### src/rtl/ps2_frame_shifter.sv
// PS/2 frame engine: shifts one host-to-device command frame out and assembles
// NFRAMES-frame device packets, checking start, stop and odd parity per frame.
module ps2_frame_shifter #(
   parameter int unsigned NFRAMES = 3,
   parameter int unsigned DATA_W  = 8,
   parameter int unsigned TIMEOUT = 50000,
   localparam int unsigned FW  = DATA_W + 3,
   localparam int unsigned TOT = NFRAMES * FW,
   localparam int unsigned CW  = $clog2(TOT + 1)
) (
   input  logic                      clk,
   input  logic                      reset,
   input  logic                      falling_edge,
   input  logic                      din,
   input  logic                      load,
   input  logic [DATA_W-1:0]         tx_data,
   input  logic                      clear,
   output logic [TOT-1:0]            q,
   output logic                      tx_bit,
   output logic [CW-1:0]             bit_cnt,
   output logic                      tx_active,
   output logic                      tx_done,
   output logic                      pkt_valid,
   output logic [NFRAMES*DATA_W-1:0] pkt_data,
   output logic [NFRAMES-1:0]        parity_err,
   output logic [NFRAMES-1:0]        frame_err
);

   localparam int unsigned WW = $clog2(TIMEOUT + 1);
   localparam logic [CW-1:0] FwCnt  = CW'(FW);
   localparam logic [CW-1:0] TotCnt = CW'(TOT);
   localparam logic [WW-1:0] WdMax  = WW'(TIMEOUT - 1);

   localparam logic ModeRx = 1'b0;
   localparam logic ModeTx = 1'b1;

   logic                      mode;
   logic [WW-1:0]             wd;
   logic [TOT-1:0]            q_shift;
   logic [TOT-1:0]            q_load;
   logic [CW-1:0]             cnt_inc;
   logic [NFRAMES*DATA_W-1:0] dec_data;
   logic [NFRAMES-1:0]        dec_perr;
   logic [NFRAMES-1:0]        dec_ferr;

   assign tx_bit    = q[0];
   assign tx_active = (mode == ModeTx);

   // Decode is taken from the value the register will hold after this shift.
   always_comb begin
      q_shift = {din, q[TOT-1:1]};
      cnt_inc = bit_cnt + 1'b1;
      q_load  = '1;
      q_load[FW-1:0] = {1'b1, ~^tx_data, tx_data, 1'b0};
      dec_data = '0;
      dec_perr = '0;
      dec_ferr = '0;
      for (int k = 0; k < int'(NFRAMES); k++) begin
         dec_data[k*DATA_W +: DATA_W] = q_shift[k*FW + 1 +: DATA_W];
         dec_perr[k] = ~^q_shift[k*FW + 1 +: DATA_W + 1];
         dec_ferr[k] = q_shift[k*FW] | ~q_shift[k*FW + FW - 1];
      end
   end

   always_ff @(posedge clk) begin
      if (reset) begin
         q          <= '1;
         bit_cnt    <= '0;
         mode       <= ModeRx;
         tx_done    <= 1'b0;
         pkt_valid  <= 1'b0;
         pkt_data   <= '0;
         parity_err <= '0;
         frame_err  <= '0;
         wd         <= '0;
      end else begin
         tx_done   <= 1'b0;
         pkt_valid <= 1'b0;
         if (load) begin
            q       <= q_load;
            bit_cnt <= '0;
            mode    <= ModeTx;
            wd      <= '0;
         end else if (clear) begin
            bit_cnt    <= '0;
            mode       <= ModeRx;
            parity_err <= '0;
            frame_err  <= '0;
            wd         <= '0;
         end else if (falling_edge) begin
            q  <= q_shift;
            wd <= '0;
            if (mode == ModeTx) begin
               if (cnt_inc == FwCnt) begin
                  tx_done <= 1'b1;
                  mode    <= ModeRx;
                  bit_cnt <= '0;
               end else begin
                  bit_cnt <= cnt_inc;
               end
            end else if (cnt_inc == TotCnt) begin
               pkt_valid  <= 1'b1;
               pkt_data   <= dec_data;
               parity_err <= dec_perr;
               frame_err  <= dec_ferr;
               bit_cnt    <= '0;
            end else begin
               bit_cnt <= cnt_inc;
            end
         end else if (bit_cnt != '0) begin
            // Stalled PS/2 clock: drop the partial frame, keep q as-is.
            if (wd == WdMax) begin
               bit_cnt <= '0;
               mode    <= ModeRx;
               wd      <= '0;
            end else begin
               wd <= wd + 1'b1;
            end
         end else begin
            wd <= '0;
         end
      end
   end

endmodule
### config.mk
export PLATFORM = sky130hd
export DESIGN_NAME = ps2_frame_shifter
export DESIGN_NICKNAME = d
export VERILOG_FILES = /design/src/rtl/ps2_frame_shifter.sv
export SDC_FILE = /design/constraint.sdc
export NUM_CORES = 1
export LEC_CHECK = 0
export ABC_AREA = 1
export BUFFER_PORTS_ARGS = -buffer_cell sky130_fd_sc_hd__buf_2
export CAP_MARGIN = 20
export CORE_MARGIN = 3
export CORE_UTILIZATION = 55
export CTS_CLUSTER_DIAMETER = 60
export CTS_CLUSTER_SIZE = 14
export DETAILED_ROUTE_END_ITERATION = 10
export PLACE_DENSITY = 0.88
export SYNTH_ARGS = -nofsm -noshare
export SYNTH_HDL_FRONTEND = slang
export SYNTH_SLANG_ARGS = --single-unit
### constraint.sdc
create_clock -name clk -period 2.3 [get_ports clk]
set_input_delay 0.115 -clock clk [delete_from_list [all_inputs] [get_ports clk]]
set_output_delay 0.115 -clock clk [all_outputs]
set_load 0.01 [all_outputs]
==> results of run 1 <==
## kinds of logic after synthesis
kind of cell    share of synthesized area
compound gates                      0.154
fa+ha+maj                          0.0113
flops                               0.399
xor+xnor                           0.0179
buf+inv                             0.109
simple gates                        0.309
## cell type report
class                      instances  area share
timing repair buffer              92      0.0972
sequential                        88       0.340
clock buffer                      10      0.0247
tap                              102      0.0247
multi-input combinational        428       0.421
clock inverter                     5      0.0249
inverter                          91      0.0674
## stage by stage
stage | setup slack [ns] | cell area (um2) | cells | util
after global routing | 0.00363 | 5180 | 816 | 0.666
after floorplan | 0.537 | 4420 | 627 | -
after global placement | 0.440 | 4910 | 800 | 0.632
after detailed placement | 0.346 | 4910 | 800 | 0.632
after CTS | 0.306 | 5180 | 816 | 0.666
final | 0.302 | 5180 | 816 | 0.666
## cells in the mapped netlist
cell                       count  area, um2
sky130_fd_sc_hd__nand2_1     221        830
sky130_fd_sc_hd__clkinv_1      1       3.75
sky130_fd_sc_hd__nand2_2       5       31.3
sky130_fd_sc_hd__inv_2        17       63.8
sky130_fd_sc_hd__nand3_1      16       80.1
sky130_fd_sc_hd__a21oi_1      31        155
sky130_fd_sc_hd__or2_2         2       12.5
sky130_fd_sc_hd__nor3_1        8       40.0
sky130_fd_sc_hd__buf_2         6       30.0
sky130_fd_sc_hd__nor2_4        1       11.3
sky130_fd_sc_hd__dfxtp_1      88       1760
sky130_fd_sc_hd__o21ai_1       2       10.0
sky130_fd_sc_hd__nand2_4       1       11.3
sky130_fd_sc_hd__nor2_8        2       40.0
sky130_fd_sc_hd__buf_1         3       11.3
sky130_fd_sc_hd__inv_8         1       11.3
sky130_fd_sc_hd__and3_1        1       6.26
sky130_fd_sc_hd__nand4_1       5       31.3
sky130_fd_sc_hd__nor2_1       44        165
sky130_fd_sc_hd__xnor2_1       7       61.3
sky130_fd_sc_hd__ha_1          4       50.1
sky130_fd_sc_hd__a21boi_0      1       7.51
sky130_fd_sc_hd__buf_8         2       30.0
sky130_fd_sc_hd__o211ai_2     14        175
sky130_fd_sc_hd__a311oi_1      1       8.76
sky130_fd_sc_hd__nand3_2       1       10.0
sky130_fd_sc_hd__nor2_2        4       25.0
sky130_fd_sc_hd__clkbuf_1      5       18.8
sky130_fd_sc_hd__buf_6         3       33.8
sky130_fd_sc_hd__nor3b_1       5       37.5
sky130_fd_sc_hd__nor3_2        1       10.0
sky130_fd_sc_hd__a221oi_1      1       8.76
sky130_fd_sc_hd__a221o_1       1       10.0
sky130_fd_sc_hd__nand3b_1      1       7.51
sky130_fd_sc_hd__o21ai_0      11       55.1
sky130_fd_sc_hd__o211ai_1     33        248
sky130_fd_sc_hd__inv_1        72        270
sky130_fd_sc_hd__xor2_1        2       17.5
sky130_fd_sc_hd__buf_4         1       7.51
sky130_fd_sc_hd__nand3b_2      1       11.3
sky130_fd_sc_hd__nor4_1        1       6.26
## worst max-delay path by stage
stage / to / cells after the start / slack, ns
floorplan: pkt_data[21] / 11 / 0.54
global placement: pkt_data[2] / 10 / 0.44
detailed placement: pkt_data[4] / 10 / 0.35
CTS: pkt_data[4] / 10 / 0.31
global route: pkt_data[2] / 10 / 0.004
finish: pkt_data[4] / 10 / 0.30
## routing by layer
layer	share of wire	vias up	track usage	wire, um
met4	0.024	0	0.102	251
met5	0	-	0	0
li1	-	2150	-	-
met1	0.43	1904	0.291	4470
met2	0.48	134	0.391	5000
met3	0.057	28	0.0371	592
## power groups by stage
| stage | sequential [mW] | combinational, mW | clock (mW) |
|---|---|---|---|
| CTS | 1.60 | 0.341 | 1.39 |
| detailed placement | 1.63 | 0.334 | 0 |
| floorplan | 1.64 | 0.225 | 0 |
| finish | 1.60 | 0.341 | 1.38 |
| global route | 1.60 | 0.390 | 1.44 |
| global placement | 1.63 | 0.325 | 0 |
## registers in the layout, indices dropped and copies added, names as in the netlist
name	count
pkt_data	24
bit_cnt	6
tx_done	1
q	33
frame_err	3
tx_active	1
parity_err	3
wd	16
pkt_valid	1
## worst register-to-register path: stages, from the launching register on
cell and delay, ns:
sky130_fd_sc_hd__dfxtp_1 0.50, sky130_fd_sc_hd__ha_1 0.27, sky130_fd_sc_hd__nand3_1 0.09, sky130_fd_sc_hd__nand2_1 0.11, sky130_fd_sc_hd__nand3_2 0.11, sky130_fd_sc_hd__inv_1 0.11
sky130_fd_sc_hd__nand2_1 0.08, sky130_fd_sc_hd__nor2_2 0.15, sky130_fd_sc_hd__nand2_2 0.19, sky130_fd_sc_hd__o21ai_0 0.22, sky130_fd_sc_hd__a21oi_1 0.06
## timing repair
action | 4_1_cts | 5_1_grt
buffers inserted | 0 | 0
hold endpoints to repair | 1 | 0
hold buffers | 1 | 0
==> run summary, run 1 <==
PWR
--------------------------------------------------------------------------------------
Power Density                                                               642 nW/um2
Leakage component of the power                                                 2.56 nW
Total chip power                                                               3.32 mW
Net switching component of the power                                          0.815 mW
Combinational share of power                                                     0.103
Internal Pwr Total                                                             2.51 mW
Sequential group share of total power                                            0.481
Worst-case vdd ir drop                                                          363 uV
Switching share of total power                                                   0.245
Clock share of power                                                             0.416

PLACED DESIGN
--------------------------------------------------------------------------------------
Dpl hpwl                                                                       7470 um
Port Buffers                                                                        86
Gp weighted congestion                                                           0.893

SETUP PATH
--------------------------------------------------------------------------------------
Highest net fanout along the worst path                                             16
Launch point of the worst reg-to-reg path                                   bit_cnt[0]
Total buffers and inverters traversed by the critical path                           1
Endpoint required time on the critical path                                    2.56 ns
Worst Reg2Reg Path Length in Cells                                                  10
Critical Path Start Type                                                          flop
Reg2reg setup slack                                                            0.30 ns
Critical setup path kind                                                       reg2reg
Cells along the critical path                                             ha_1 > nand3_1 > nand2_1 > nand3_2 > inv_1 > nand2_1 > nor2_2 > nand2_2 > o21ai_0 > a21oi_1
Most common cell on crit path                                             sky130_fd_sc_hd__nand2_1
Highest cell delay on the worst timing path                                    0.50 ns
Master of the slowest instance on the critical path                       sky130_fd_sc_hd__dfxtp_1
Largest delay contributor family on the critical path                     simple AND/OR/NAND/NOR gates
Capture instance of the worst register-to-register path                    pkt_data[4]
Kind of end point of the critical path                                            flop
Worst setup path start                                                      bit_cnt[0]
Arrival time at the worst endpoint                                             2.25 ns

GLOBAL ROUTING
--------------------------------------------------------------------------------------
Global-route wire length before repair                                        17000 um
Grt ovf                                                                              0
Antenna violations before repair                                                     0
Maximum number of pins on one net before global-route repair                        35
Total global-route track usage                                                   0.232
Vias in the first global route                                                    3890

CELLS AND AREA
--------------------------------------------------------------------------------------
Fillers                                                                            655
Signed area change from the synthesized netlist to the final layout              17.2%
Area of the multi-input gates                                                 2180 um2
Fin nets                                                                           728
Share of post-route cells with drive strength above 1                            0.217
Antenna diodes                                                                       0
Commonest cells after routing, fill and taps aside                        sky130_fd_sc_hd__nand2_1, sky130_fd_sc_hd__dfxtp_1, sky130_fd_sc_hd__buf_2
Most common cell after layout, fill and taps aside                        sky130_fd_sc_hd__nand2_1
Area taken by flip-flops and latches                                          1760 um2

SYNTHESIS
--------------------------------------------------------------------------------------
Mean instance size in the synthesized netlist                                 7.04 um2
Yosys synthesis warning count                                                        0
Post-Synthesis Net Count                                                           645
Post-synthesis sequential area ratio                                             0.399
Distinct cell type count of the synthesized netlist                                 41
Cells after Synth                                                                  627
Mapped cell area                                                              4420 um2
FF+latch count, synth                                                               88

DETAILED ROUTING
--------------------------------------------------------------------------------------
Vias per cell                                                                     5.17
Drc violations                                                                       0
Routed via count                                                                  4216
DRT antenna net count                                                                0
Detail-routed net length per standard cell                                     12.6 um
Count of routing violations after the opening detailed-route iteration             228
Aggregate routed wire length                                                  10300 um
Number of iterations in the first detailed-routing pass                              5

TIMING
--------------------------------------------------------------------------------------
Final hold slack                                                             0.0245 ns
Fmax                                                                         0.500 GHz
Slew HR                                                                          0.548
Total Negative Setup Slacks                                                       0 ns
Slew at the pin closest to its max-slew limit                                 0.675 ns
Final number of hold-violating endpoints                                             0
Max-slew violation total from the final report                                       0
Share of the clock period used by the worst path after layout                    0.869
Min Tclk post-route                                                            2.00 ns
Post-route clock skew                                                       0.00982 ns
Setup repair after global routing missed its margin                                 no
Final Setup Violations                                                               0

MIN PATH
--------------------------------------------------------------------------------------
Hold path start                                                             tx_data[3]
Hold Crit Endpoint                                                                q[4]
Hold crit path type                                                             in2reg
Cell count of the worst hold path                                                    3

FLOORPLAN
--------------------------------------------------------------------------------------
Std cell rows                                                                       32
Width of the die                                                               95.6 um
IO Pins                                                                             87
Starting utilization of the core area                                            0.568
Core Area                                                                     7770 um2
Die extent in y                                                                95.6 um
Die footprint                                                                 9140 um2

CLOCK TREE
--------------------------------------------------------------------------------------
Clock latency of the later-clocked register in the worst-skew pair             0.36 ns
TritonCTS Buffers                                                                    9
Clock tree from TritonCTS                                                         done
Maximum root-to-sink buffer count                                                    2
Cells resized by post-CTS repair                                                     0
Clock slew at the register clock pins of the worst setup and hold paths        0.09 ns
Number of levels in the clock H-tree                                                 3
Clk sinks                                                                           88
Clock tree root buffer cell                                               sky130_fd_sc_hd__clkbuf_8

RUN STATUS
--------------------------------------------------------------------------------------
Result of the run                                                         complete, no violations

RUN
--------------------------------------------------------------------------------------
Max-Cap Viols                                                                        0

Power figures use the tool's default switching activity.
==> inputs of run 2 (changes only) <==
--- a/config.mk
+++ b/config.mk
@@ -14,5 +14,5 @@
 export CTS_CLUSTER_SIZE = 14
 export DETAILED_ROUTE_END_ITERATION = 10
-export PLACE_DENSITY = 0.88
+export PLACE_DENSITY = 0.8
 export SYNTH_ARGS = -nofsm -noshare
 export SYNTH_HDL_FRONTEND = slang
==> constraint.sdc (replaced) <==
create_clock -name clk -period 2.3 [get_ports clk]
set_input_delay 0.23 -clock clk [delete_from_list [all_inputs] [get_ports clk]]
set_output_delay 0.23 -clock clk [all_outputs]
set_load 0.01 [all_outputs]
==> run 2 against run 1 <==
  * First-iteration DRC count shrank 25%
  * Power shrank 4.6%
  * Clock power shrank 10%
  * Design area shrank 0.87%
  * Worst hold slack gained 0.086 ns
  * Via count shrank 0.85%
  * Routed wire length shrank 2.0%
  * Core utilization shrank 0.58 points
==> run summary, run 2 (synthesized netlist as in run 1, its figures left out) <==
CLOCK TREE
--------------------------------------------------------------------------------------
Clock tree root buffer cell                                               sky130_fd_sc_hd__clkbuf_8
Clock latency of the later-clocked register in the worst-skew pair             0.37 ns
Clock tree from TritonCTS                                                         done
Maximum root-to-sink buffer count                                                    2
Clock slew at the register clock pins of the worst setup and hold paths        0.09 ns
TritonCTS Buffers                                                                    9
# Post-CTS Setup Buffers                                                             0
Cells resized by post-CTS repair                                                     0
Number of levels in the clock H-tree                                                 3
Post-CTS Hold Fix Bufs                                                               0
Clk sinks                                                                           88

CELLS AND AREA
--------------------------------------------------------------------------------------
Commonest cells after routing, fill and taps aside                        sky130_fd_sc_hd__nand2_1, sky130_fd_sc_hd__dfxtp_1, sky130_fd_sc_hd__buf_2
Share of post-route cells with drive strength above 1                            0.222
Final Instance Area                                                           5130 um2
Final Instance Count excl. Fillers                                                 818
Antenna diodes                                                                       0
Largest register by flop count                                                       q
Fin nets                                                                           729
Signed area change from the synthesized netlist to the final layout              16.2%
Largest registers in the final layout                                     q: 33 flops, pkt_data: 24 flops, wd: 16 flops
Most common cell after layout, fill and taps aside                        sky130_fd_sc_hd__nand2_1
Number of flip-flops in the largest register                                        33

GLOBAL ROUTING
--------------------------------------------------------------------------------------
Grt ovf                                                                              0
Antenna violations before repair                                                     0
Vias in the first global route                                                    3808
Global-route wire length before repair                                        16600 um
Maximum number of pins on one net before global-route repair                        47
Total global-route track usage                                                   0.226

PLACED DESIGN
--------------------------------------------------------------------------------------
Dpl cell area                                                                 4890 um2
Port Buffers                                                                        86
Instance count after placement with tap cells included                             801
Worst slack at placement                                                      0.196 ns
Gp weighted congestion                                                           0.892
Dpl hpwl                                                                       7210 um

DETAILED ROUTING
--------------------------------------------------------------------------------------
Number of iterations in the first detailed-routing pass                              4
Routed via count                                                                  4180
Count of routing violations after the opening detailed-route iteration             170
Aggregate routed wire length                                                  10100 um
Drc violations                                                                       0
DRT antenna net count                                                                0
Detail-routed net length per standard cell                                     12.3 um
Vias per cell                                                                     5.11

SETUP PATH
--------------------------------------------------------------------------------------
Critical Path Start Type                                                          flop
Arrival time at the worst endpoint                                             2.44 ns
Reg2reg setup slack                                                            0.13 ns
Critical setup path kind                                                       reg2reg
Highest net fanout along the worst path                                             15
Kind of end point of the critical path                                            flop
Endpoint required time on the critical path                                    2.57 ns

PWR
--------------------------------------------------------------------------------------
Combinational share of power                                                     0.107
Power Density                                                               618 nW/um2
Net switching component of the power                                          0.849 mW
Internal Pwr Total                                                             2.32 mW
Sequential group share of total power                                            0.504
Clock share of power                                                             0.390
Switching share of total power                                                   0.268
Leakage component of the power                                                 2.54 nW
Worst-case vdd ir drop                                                          315 uV

TIMING
--------------------------------------------------------------------------------------
Setup repair after global routing missed its margin                                 no
Slew at the pin closest to its max-slew limit                                 0.626 ns
Share of the clock period used by the worst path after layout                    0.943
Post-route clock skew                                                       0.00961 ns
Max-slew violation total from the final report                                       0
Worst setup slack after layout                                                0.130 ns
Min Tclk post-route                                                            2.17 ns
Final hold slack                                                              0.110 ns
Fmax                                                                         0.461 GHz
Total Negative Setup Slacks                                                       0 ns
Final Setup Violations                                                               0
Slew HR                                                                          0.581
Final number of hold-violating endpoints                                             0

RUN STATUS
--------------------------------------------------------------------------------------
Result of the run                                                         complete, no violations

MIN PATH
--------------------------------------------------------------------------------------
Hold crit path type                                                             in2reg

FLOORPLAN
--------------------------------------------------------------------------------------
Width of the die                                                               95.6 um
IO Pins                                                                             87
Starting utilization of the core area                                            0.568
Std cell rows                                                                       32
Die extent in y                                                                95.6 um
Die footprint                                                                 9140 um2
Core Area                                                                     7770 um2

RUN
--------------------------------------------------------------------------------------
Max-Cap Viols                                                                        0

[run 2: power by group through the flow]
stage | Clock, mW | Sequential [mW] | Combinational [mW]
floorplan | 0 | 1.64 | 0.225
global placement | 0 | 1.63 | 0.324
detailed placement | 0 | 1.63 | 0.333
CTS | 1.26 | 1.60 | 0.337
global route | 1.32 | 1.60 | 0.388
finish | 1.24 | 1.60 | 0.338
[run 2: per-layer routing]
metal  GRT usage  share of wire
met1       0.285           0.45
met2       0.375           0.47
met3      0.0434          0.060
met4      0.0983          0.019
met5           0              0
[run 2: area by class of cell]
type | count | area [um2]
inverters | 91 | 349
clock inverters | 6 | 90.1
flip-flops and latches | 88 | 1760
multi-input cells | 429 | 2190
fillers | 691 | 2640
well taps | 102 | 128
clock buffers | 10 | 138
repair buffers | 92 | 475
[run 2: final timing paths]
path         cells past startpoint           end        start
max                             10  pkt_data[23]   bit_cnt[0]
min                              3         q[32]          din
max reg2reg                     10  pkt_data[23]   bit_cnt[0]
min reg2reg                      2   pkt_data[1]  pkt_data[1]
[run 2: per-stage QoR]
step           total power, mW   util
2_1_floorplan             1.86      -
3_3_place_gp              1.95  0.630
3_5_place_dp              1.96  0.630
4_1_cts                   3.19  0.659
5_1_grt                   3.31  0.661
6_report                  3.17  0.661
[run 2: worst max-delay path, stage by stage, from the launching register on]
cell and delay, ns:
sky130_fd_sc_hd__dfxtp_1 0.51, sky130_fd_sc_hd__ha_1 0.27, sky130_fd_sc_hd__nand3_1 0.09, sky130_fd_sc_hd__nand2_1 0.12, sky130_fd_sc_hd__nand3_2 0.11, sky130_fd_sc_hd__nor2_4 0.16
sky130_fd_sc_hd__nand2_4 0.11, sky130_fd_sc_hd__nor2_4 0.43, sky130_fd_sc_hd__nand2_1 0.14, sky130_fd_sc_hd__o211ai_2 0.10, sky130_fd_sc_hd__inv_2 0.04
==> inputs of run 3 (changes only) <==
- ABC_AREA: 1 -> default
- CORE_UTILIZATION: 55 -> 54
==> run 3 against run 2 <==
  * Synthesized cell count is 30% lower
  * Highest routed layer unchanged
  * First-iteration DRC count is 34% higher
  * Clock-buffer cell count down 1
  * Combinational power decreased by 14%
  * Clock power shrank 6%
==> run summary, run 3 <==
SYNTHESIS
--------------------------------------------------------------------------------------
Cells after Synth                                                                  436
Most common cell in the synthesized netlist                               sky130_fd_sc_hd__dfxtp_1
Post-Synthesis Net Count                                                           454
Cell type with the highest aggregate area in the netlist                  sky130_fd_sc_hd__dfxtp_1
FF+latch count, synth                                                               88
Post-synthesis sequential area ratio                                             0.458
Top area cells in the synthesized netlist                                 sky130_fd_sc_hd__dfxtp_1, sky130_fd_sc_hd__xnor2_1, sky130_fd_sc_hd__nand2_1, sky130_fd_sc_hd__nand3_1, sky130_fd_sc_hd__o22a_1
Ys async rst share                                                                   0
Area share of the largest cell type after synthesis                              0.458
Distinct cell type count of the synthesized netlist                                 48
Mapped cell area                                                              3840 um2
EDFF count, synth                                                                    0
Mean instance size in the synthesized netlist                                 8.82 um2
Ys flop type                                                              sky130_fd_sc_hd__dfxtp_1
Ranking of synthesized cells by instance count                            sky130_fd_sc_hd__dfxtp_1, sky130_fd_sc_hd__nand2_1, sky130_fd_sc_hd__nand3_1, sky130_fd_sc_hd__xnor2_1, sky130_fd_sc_hd__nor2_1
Yosys synthesis warning count                                                        0

FLOORPLAN
--------------------------------------------------------------------------------------
Starting utilization of the core area                                            0.563
Std cell rows                                                                       30
IO Pins                                                                             87
Die footprint                                                                 8170 um2
Width of the die                                                               90.4 um
Die extent in y                                                                90.4 um
Core Area                                                                     6830 um2

GLOBAL ROUTING
--------------------------------------------------------------------------------------
Total global-route track usage                                                   0.220
Global-route wire length before repair                                        15100 um
Vias in the first global route                                                    3069
Antenna violations before repair                                                     0
Maximum number of pins on one net before global-route repair                        33
Grt ovf                                                                              0

CLOCK TREE
--------------------------------------------------------------------------------------
Post-CTS Hold Fix Bufs                                                               0
Clock tree from TritonCTS                                                         done
Maximum root-to-sink buffer count                                                    2
Cells resized by post-CTS repair                                                     0
Clock slew at the register clock pins of the worst setup and hold paths        0.09 ns
Clk sinks                                                                           88
TritonCTS Buffers                                                                    9
Clock tree root buffer cell                                               sky130_fd_sc_hd__clkbuf_8
Clock latency of the later-clocked register in the worst-skew pair             0.34 ns
Number of levels in the clock H-tree                                                 3
# Post-CTS Setup Buffers                                                             0

SETUP PATH
--------------------------------------------------------------------------------------
Highest net fanout along the worst path                                             13
Endpoint required time on the critical path                                    2.54 ns
Critical setup path kind                                                       reg2reg
Kind of end point of the critical path                                            flop
Arrival time at the worst endpoint                                             2.39 ns
Critical Path Start Type                                                          flop

RUN
--------------------------------------------------------------------------------------
Max-Cap Viols                                                                        0

TIMING
--------------------------------------------------------------------------------------
Min Tclk post-route                                                            2.14 ns
Max-slew violation total from the final report                                       0
Setup repair after global routing missed its margin                                 no
Post-route clock skew                                                       0.00909 ns
Total Negative Setup Slacks                                                       0 ns
Final Setup Violations                                                               0
Fmax                                                                         0.467 GHz
Slew at the pin closest to its max-slew limit                                 0.432 ns
Final number of hold-violating endpoints                                             0
Slew HR                                                                          0.712
Worst setup slack after layout                                                0.157 ns
Share of the clock period used by the worst path after layout                    0.932

DETAILED ROUTING
--------------------------------------------------------------------------------------
Count of routing violations after the opening detailed-route iteration             227
Aggregate routed wire length                                                   9010 um
Detail-routed net length per standard cell                                     14.6 um
Vias per cell                                                                     5.46
DRT antenna net count                                                                0
Drc violations                                                                       0
Number of iterations in the first detailed-routing pass                              4
Routed via count                                                                  3362

PLACED DESIGN
--------------------------------------------------------------------------------------
Dpl cell area                                                                 4370 um2
Gp weighted congestion                                                           0.857
Worst slack at placement                                                      0.176 ns
Dpl hpwl                                                                       6250 um
Port Buffers                                                                        86
Instance count after placement with tap cells included                             601

CELLS AND AREA
--------------------------------------------------------------------------------------
Most common cell after layout, fill and taps aside                        sky130_fd_sc_hd__dfxtp_1
Share of post-route cells with drive strength above 1                            0.235
Largest register by flop count                                                       q
Number of flip-flops in the largest register                                        33
Fillers                                                                            602
Commonest cells after routing, fill and taps aside                        sky130_fd_sc_hd__dfxtp_1, sky130_fd_sc_hd__buf_2, sky130_fd_sc_hd__nand2_1
Antenna diodes                                                                       0
Signed area change from the synthesized netlist to the final layout              19.3%
Final Instance Area                                                           4590 um2
Final Instance Count excl. Fillers                                                 616
Largest registers in the final layout                                     q: 33 flops, pkt_data: 24 flops, wd: 16 flops
Fin nets                                                                           534
Final Util                                                                       0.671

RUN STATUS
--------------------------------------------------------------------------------------
Result of the run                                                         complete, no violations

PWR
--------------------------------------------------------------------------------------
Worst-case vdd ir drop                                                          442 uV
Power Density                                                               664 nW/um2
Leakage component of the power                                                 1.96 nW

MIN PATH
--------------------------------------------------------------------------------------
Hold crit path type                                                             in2reg

-- run 3: stage by stage --
step / hold WS [ns] / power, mW
6_report: 0.110 / 3.05
5_1_grt: 0.116 / 3.16
4_1_cts: 0.0990 / 3.06
3_5_place_dp: 0.433 / 1.91
3_3_place_gp: 0.427 / 1.90
2_1_floorplan: 0.343 / 1.82
-- run 3: metal layers --
| metal | vias up | track usage | part of all wire | routed length, um |
|---|---|---|---|---|
| met3 | 13 | 0.0367 | 0.044 | 396 |
| met5 | - | 0 | 0 | 0 |
| met4 | 0 | 0.0778 | 0.017 | 150 |
| met2 | 94 | 0.349 | 0.46 | 4120 |
| met1 | 1594 | 0.305 | 0.48 | 4340 |
| li1 | 1661 | - | - | - |
-- run 3: layout make-up --
type	instances	area [um2]	share of cell area
clock buffer	9	124	0.0270
clock inverter	6	93.8	0.0205
inverter	8	30.0	0.00655
multi-input combinational	310	1920	0.418
sequential	88	1760	0.384
tap	96	120	0.0262
timing repair buffer	99	541	0.118
-- run 3: path summary, 6_finish.rpt --
path            endpoint  slack, ns  startpoint  cells after the start
min                q[32]       0.11         din                      3
min reg2reg        wd[0]       0.44       wd[0]                      1
max          pkt_data[1]       0.16  bit_cnt[0]                      7
max reg2reg  pkt_data[1]       0.16  bit_cnt[0]                      7
-- run 3: report_power, final --
part | leakage [nW] | switching (mW) | internal [mW]
clock | 0.106 | 0.554 | 0.614
combinational | 1.14 | 0.162 | 0.127
sequential | 0.714 | 0.0396 | 1.55
-- run 3: critical path, cell delays in order, from the launching register on --
cell and delay [ns]:
sky130_fd_sc_hd__dfxtp_1 0.39, sky130_fd_sc_hd__ha_1 0.31, sky130_fd_sc_hd__nor3_1 0.22, sky130_fd_sc_hd__a31o_2 0.16, sky130_fd_sc_hd__o2111ai_1 0.13, sky130_fd_sc_hd__or3_1 0.35, sky130_fd_sc_hd__buf_4 0.19, sky130_fd_sc_hd__a32o_1 0.27
-- run 3: cells by family (layout without fill, tap and decap cells) --
group,count (synthesis),count (layout),synth area share
buffers and inverters,38,122,0.0449
adders and majority gates,4,4,0.0130
xor gates and xnor gates,48,48,0.111
and+or+nand+nor,195,195,0.247
muxes,1,1,0.00260
DFF,88,88,0.458
AOI/OAI and AO/OA,62,62,0.123
